**config.mk**
```make
export PLATFORM = sky130hd
export DESIGN_NAME = minmax_stream
export DESIGN_NICKNAME = d
export VERILOG_FILES = /design/src/rtl/minmax_stream.sv
export SDC_FILE = /design/constraint.sdc
export NUM_CORES = 1
export LEC_CHECK = 0
export ABC_AREA = 0
export CORE_MARGIN = 1.5
export CORE_UTILIZATION = 54
export CTS_CLUSTER_SIZE = 28
export DETAILED_ROUTE_END_ITERATION = 7
export GPL_TIMING_DRIVEN = 0
export PLACE_DENSITY = 0.89
export SLEW_MARGIN = 20
export SYNTH_ARGS = -nofsm -noshare
export SYNTH_HDL_FRONTEND = slang
export SYNTH_SLANG_ARGS = --single-unit
```
**constraint.sdc**
```tcl
create_clock -name clk -period 6.4 [get_ports clk]
set_clock_uncertainty 0.2 [all_clocks]
set_input_delay 1.6 -clock clk [delete_from_list [all_inputs] [get_ports clk]]
set_output_delay 1.6 -clock clk [all_outputs]
set_load 0.02 [all_outputs]
```
**src/rtl/minmax_stream.sv**
```systemverilog
// Streaming window min/max/range unit: tracks running extremes over a start-opened
// window of len samples and presents max, min and max-min on a held valid/ready result.
module minmax_stream #(
  parameter int WIDTH  = 8,
  parameter int CNT_W  = 8,
  parameter int SIGNED = 0
) (
  input  logic             clk,
  input  logic             rst,
  input  logic             start,
  input  logic [CNT_W-1:0] len,
  input  logic             in_valid,
  input  logic [WIDTH-1:0] in_data,
  output logic             in_ready,
  output logic             out_valid,
  input  logic             out_ready,
  output logic [WIDTH-1:0] max,
  output logic [WIDTH-1:0] min,
  output logic [WIDTH:0]   diff,
  output logic             busy
);

  typedef enum logic [1:0] {S_IDLE, S_ACCUM, S_DONE} state_t;

  state_t                 r_state;
  state_t                 w_next;
  logic [CNT_W-1:0]       r_rem;
  logic                   r_first;
  logic [WIDTH-1:0]       r_run_max_p0;
  logic [WIDTH-1:0]       r_run_min_p0;
  logic [WIDTH-1:0]       r_max_p1;
  logic [WIDTH-1:0]       r_min_p1;
  logic [WIDTH:0]         r_diff_p1;
  logic                   w_accept;
  logic                   w_last;
  logic                   w_open;
  logic [WIDTH-1:0]       w_cand_max;
  logic [WIDTH-1:0]       w_cand_min;
  logic signed [WIDTH:0]  w_diff;

  function automatic logic gt(input logic [WIDTH-1:0] a, input logic [WIDTH-1:0] b);
    if (SIGNED != 0) return $signed(a) > $signed(b);
    else             return a > b;
  endfunction

  // Widening by one bit makes max-min exact in either mode; it can never go negative.
  function automatic logic signed [WIDTH:0] ext(input logic [WIDTH-1:0] a);
    if (SIGNED != 0) return $signed({a[WIDTH-1], a});
    else             return $signed({1'b0, a});
  endfunction

  always_comb begin
    w_open     = (r_state == S_IDLE) && start && (len != '0);
    w_accept   = (r_state == S_ACCUM) && in_valid;
    w_last     = w_accept && (r_rem == CNT_W'(1));
    w_cand_max = r_run_max_p0;
    w_cand_min = r_run_min_p0;
    if (r_first || gt(in_data, r_run_max_p0)) w_cand_max = in_data;
    if (r_first || gt(r_run_min_p0, in_data)) w_cand_min = in_data;
    w_diff     = ext(w_cand_max) - ext(w_cand_min);
  end

  always_comb begin
    w_next = r_state;
    case (r_state)
      S_IDLE:  if (w_open)    w_next = S_ACCUM;
      S_ACCUM: if (w_last)    w_next = S_DONE;
      S_DONE:  if (out_ready) w_next = S_IDLE;
      default:                w_next = S_IDLE;
    endcase
  end

  always_ff @(posedge clk) begin
    if (rst) begin
      r_state      <= S_IDLE;
      r_rem        <= '0;
      r_first      <= 1'b0;
      r_run_max_p0 <= '0;
      r_run_min_p0 <= '0;
      r_max_p1     <= '0;
      r_min_p1     <= '0;
      r_diff_p1    <= '0;
    end else begin
      r_state <= w_next;
      if (w_open) begin
        r_rem   <= len;
        r_first <= 1'b1;
      end
      // p0: running extremes updated on every accepted sample
      if (w_accept) begin
        r_run_max_p0 <= w_cand_max;
        r_run_min_p0 <= w_cand_min;
        r_first      <= 1'b0;
        r_rem        <= r_rem - 1'b1;
      end
      // p1: result registers, written only when the window closes
      if (w_last) begin
        r_max_p1  <= w_cand_max;
        r_min_p1  <= w_cand_min;
        r_diff_p1 <= $unsigned(w_diff);
      end
    end
  end

  assign in_ready  = (r_state == S_ACCUM);
  assign out_valid = (r_state == S_DONE);
  assign busy      = (r_state != S_IDLE);
  assign max       = r_max_p1;
  assign min       = r_min_p1;
  assign diff      = r_diff_p1;

endmodule

```
==> impl_metrics.env <==
export IMPL_synthAdderAreaFrac=0.0969
export IMPL_drt_wl_total_um=8610
export IMPL_grt_pass1_vias=2962
export IMPL_overflow=0
export IMPL_post_cts_repair_setup_buffers=0
export IMPL_period_minus_slack_ns=6.06
export IMPL_slew_viol_final=0
export IMPL_hold_violations=0
export IMPL_grt_use_total=0.285
export IMPL_core_mm2=0.00561
export IMPL_critPathKind="primary input to flip-flop"
export IMPL_antenna_found_initial=0
export IMPL_die_w_um=79.7
export IMPL_critPathTopFamily="compound AO/OA/AOI/OAI gates"
export IMPL_cts_tree="done"
export IMPL_drc=0
export IMPL_hold_buffers=0
export IMPL_relSlewSlack=0.578
export IMPL_place_inst=504
export IMPL_synth_edff_count=0
export IMPL_synth_area_per_cell_um2=8.25
export IMPL_final_cells=512
export IMPL_nets=484
export IMPL_setup_tns_final_ns=0
export IMPL_cts_buffers=5
export IMPL_synth_top_family_by_area="compound AO/OA/AOI/OAI gates"
export IMPL_cp_end_kind="flip-flop"
export IMPL_period_share=0.946
export IMPL_tightest_slew_ns=0.634
export IMPL_vias=3081
export IMPL_async_reset_ff_frac=0
export IMPL_cts_buffer_depth=2
export IMPL_post_cts_resized=0
export IMPL_cp_max_fo=10
export IMPL_drive_above_1_share=0.0727
export IMPL_root_buffer="clkbuf_8"
export IMPL_grt_pass1_wl_um=14100
export IMPL_cp_cell_sequence="clkdlybuf4s50_1 > inv_1 > ha_1 > and2b_1 > o211ai_2 > a211o_2 > nand3_1 > buf_1 > mux2i_1 > inv_1 > ha_1 > a21o_1 > a21oi_1 > a31oi_1 > nand3_1 > a31oi_1 > a221oi_2 > xor2_1 > o31ai_1"
export IMPL_synth_area_mm2=0.00318
export IMPL_setup_ws_ns=0.344
export IMPL_ys_types=61
export IMPL_yosysWarnings=0
export IMPL_insertion_delay_ns=0.32
export IMPL_synth_largest_area_cell="dfxtp_1"
export IMPL_synthFlopType="dfxtp_1"
export IMPL_synth_compound_area_frac=0.233
export IMPL_die_area_mm2=0.00635
export IMPL_clock_sinks=52
export IMPL_synthSimpleGateAreaFrac=0.206
export IMPL_synth_xor_area_share=0.0220
export IMPL_critPathMaxStageDelay_ns=0.56
export IMPL_synth_fp_nets=430
export IMPL_required_ns=6.43
export IMPL_place_ws_ns=0.0592
export IMPL_avgViaCountPerCell=6.02
export IMPL_post_dp_hpwl_um=6490
export IMPL_fmax_mhz=165
export IMPL_ir_drop_v=0.000168
export IMPL_area_growth_synth_to_final_pct=22.0
export IMPL_synthMuxAreaShare=0.0535
export IMPL_port_buffer_count=47
export IMPL_grt_start_max_net_pins=18
export IMPL_antenna_cells=0
export IMPL_pin_count=49
export IMPL_slowest_stage="clkdlybuf4s50_1"
export IMPL_gp_congestion=0.988
export IMPL_num_rows=27
export IMPL_synthTopCellsByArea="dfxtp_1 33%, ha_1 9.1%, nor2_1 6.5%, a211oi_1 5.9%, mux2i_1 5.4%"
export IMPL_status="complete, no violations"
export IMPL_post_drt_wl_per_cell_um=16.8
export IMPL_path_clk_slew_ns=0.11
export IMPL_rsz0062_at_grt="no"
export IMPL_yosysSeqAreaShare=0.328
export IMPL_power_density_mw_per_mm2=225
export IMPL_cap_violations=0
export IMPL_ant_nets=0
export IMPL_cts_htree_levels=2
export IMPL_path_buf_inv=4
export IMPL_initial_core_util=0.567
export IMPL_ys_ff_latch=52
export IMPL_startpoint_type="primary input"
export IMPL_drt_first_pass_iters=4
export IMPL_synth_top_cell_area_share=0.328
export IMPL_first_iter_violations=209
export IMPL_critPathArrivalTime_ns=6.09
export IMPL_p_leak_uw=0.00152
export IMPL_hold_class="flip-flop to flip-flop"
export IMPL_setup_viol=0
export IMPL_syn_inst=385
export IMPL_die_h_um=79.7
[synthesized netlist by cell type, drive strengths merged, types with 3 or more instances]
library cell and instances:
o211ai 4, ha 23, xnor2 4, a211o 3
nand2 36, dfxtp 52, xor2 4, or3 3
a31oi 4, buf 7, nand4 5, o21ai 10
a2111oi 4, a32o 3, a311oi 4, nor2 57
clkbuf 12, nand3 5, a211oi 28, a21oi 23
mux2i 17, and2 4, inv 28, nor3 13
nor2b 7
[through the flow]
stage	power [uW]	hold slack (ns)	instance area (um2)	utilization
after CTS	866	0.258	3880	0.691
final	873	0.259	3880	0.691
after global routing	911	0.291	3880	0.691
after global placement	589	0.228	3740	0.667
after floorplan	528	0.269	3180	-
after detailed placement	597	0.242	3740	0.667
[flip-flops by register name, summed over array words and instances (netlist names)]
name,cells
r_run_min_p0,8
r_first,1
r_rem,8
diff,9
r_state,2
r_run_max_p0,8
max,8
min,8
[kinds of logic (layout without fill, tap and decap cells)]
logic type,count (synthesis),after routing
DFF,52,52
xor gates and xnor gates,8,8
AOI/OAI and AO/OA,98,98
adders and majority gates,24,24
muxes,17,17
and+or+nand+nor,138,138
buffers and inverters,48,103
[worst reg2reg max path, stage by stage, from the launching register on]
cell	delay (ns)
dfxtp_1	0.49
inv_1	0.10
ha_1	0.34
nand4_1	0.15
nor2_2	0.07
a211o_2	0.31
nand3_1	0.15
buf_1	0.51
mux2i_1	0.50
inv_1	0.09
ha_1	0.30
a21o_1	0.17
a21oi_1	0.29
a31oi_1	0.08
nand3_1	0.10
a31oi_1	0.17
a221oi_2	0.34
xor2_1	0.11
o31ai_1	0.22
[worst paths after layout]
| kind | from | endpoint | slack (ns) | cells past startpoint |
|---|---|---|---|---|
| worst max-delay path | in_data[0] | diff[7] | 0.34 | 19 |
| worst min-delay path | diff[8] | diff[8] | 0.26 | 2 |
| worst max register to register | r_run_max_p0[3] | diff[7] | 1.65 | 18 |
| worst min register to register | diff[8] | diff[8] | 0.26 | 2 |
[routing by layer]
layer | share of wire | routed length, um | track usage
met2 | 0.47 | 4000 | 0.464
met5 | 0 | 0 | 0
met1 | 0.46 | 3920 | 0.370
met4 | 0.025 | 213 | 0.133
met3 | 0.055 | 471 | 0.0400
[placed cells by master (no fill, tap or decap), types with 4 or more instances in the layout]
master / n
clkdlybuf4s50_1: 47
xor2_1: 4
nor2b_1: 6
nand2_1: 36
nor2_1: 55
o21ai_1: 4
clkbuf_1: 12
a31oi_1: 4
ha_1: 23
mux2i_1: 17
dfxtp_1: 52
inv_1: 28
nand3_1: 4
o21ai_0: 6
nor3_1: 11
a211oi_1: 25
a311oi_1: 4
a21oi_1: 23
xnor2_1: 4
clkbuf_8: 5
buf_2: 4
[area by class of cell]
| class | count | area, um2 |
|---|---|---|
| multi-input combinational | 285 | 1940 |
| fill | 472 | 1730 |
| sequential | 52 | 1040 |
| timing repair buffer | 47 | 470 |
| inverter | 28 | 105 |
| tap | 72 | 90.1 |
| buffer | 20 | 88.8 |
| clock buffer | 5 | 68.8 |
| clock inverter | 3 | 68.8 |
[report_power, final]
part           switching (uW)  internal (uW)  leakage, uW
registers                12.8            337     0.000423
clock network             118            157    0.0000687
logic                     145            102      0.00103
No activity file was read; power rests on OpenSTA's default activity.
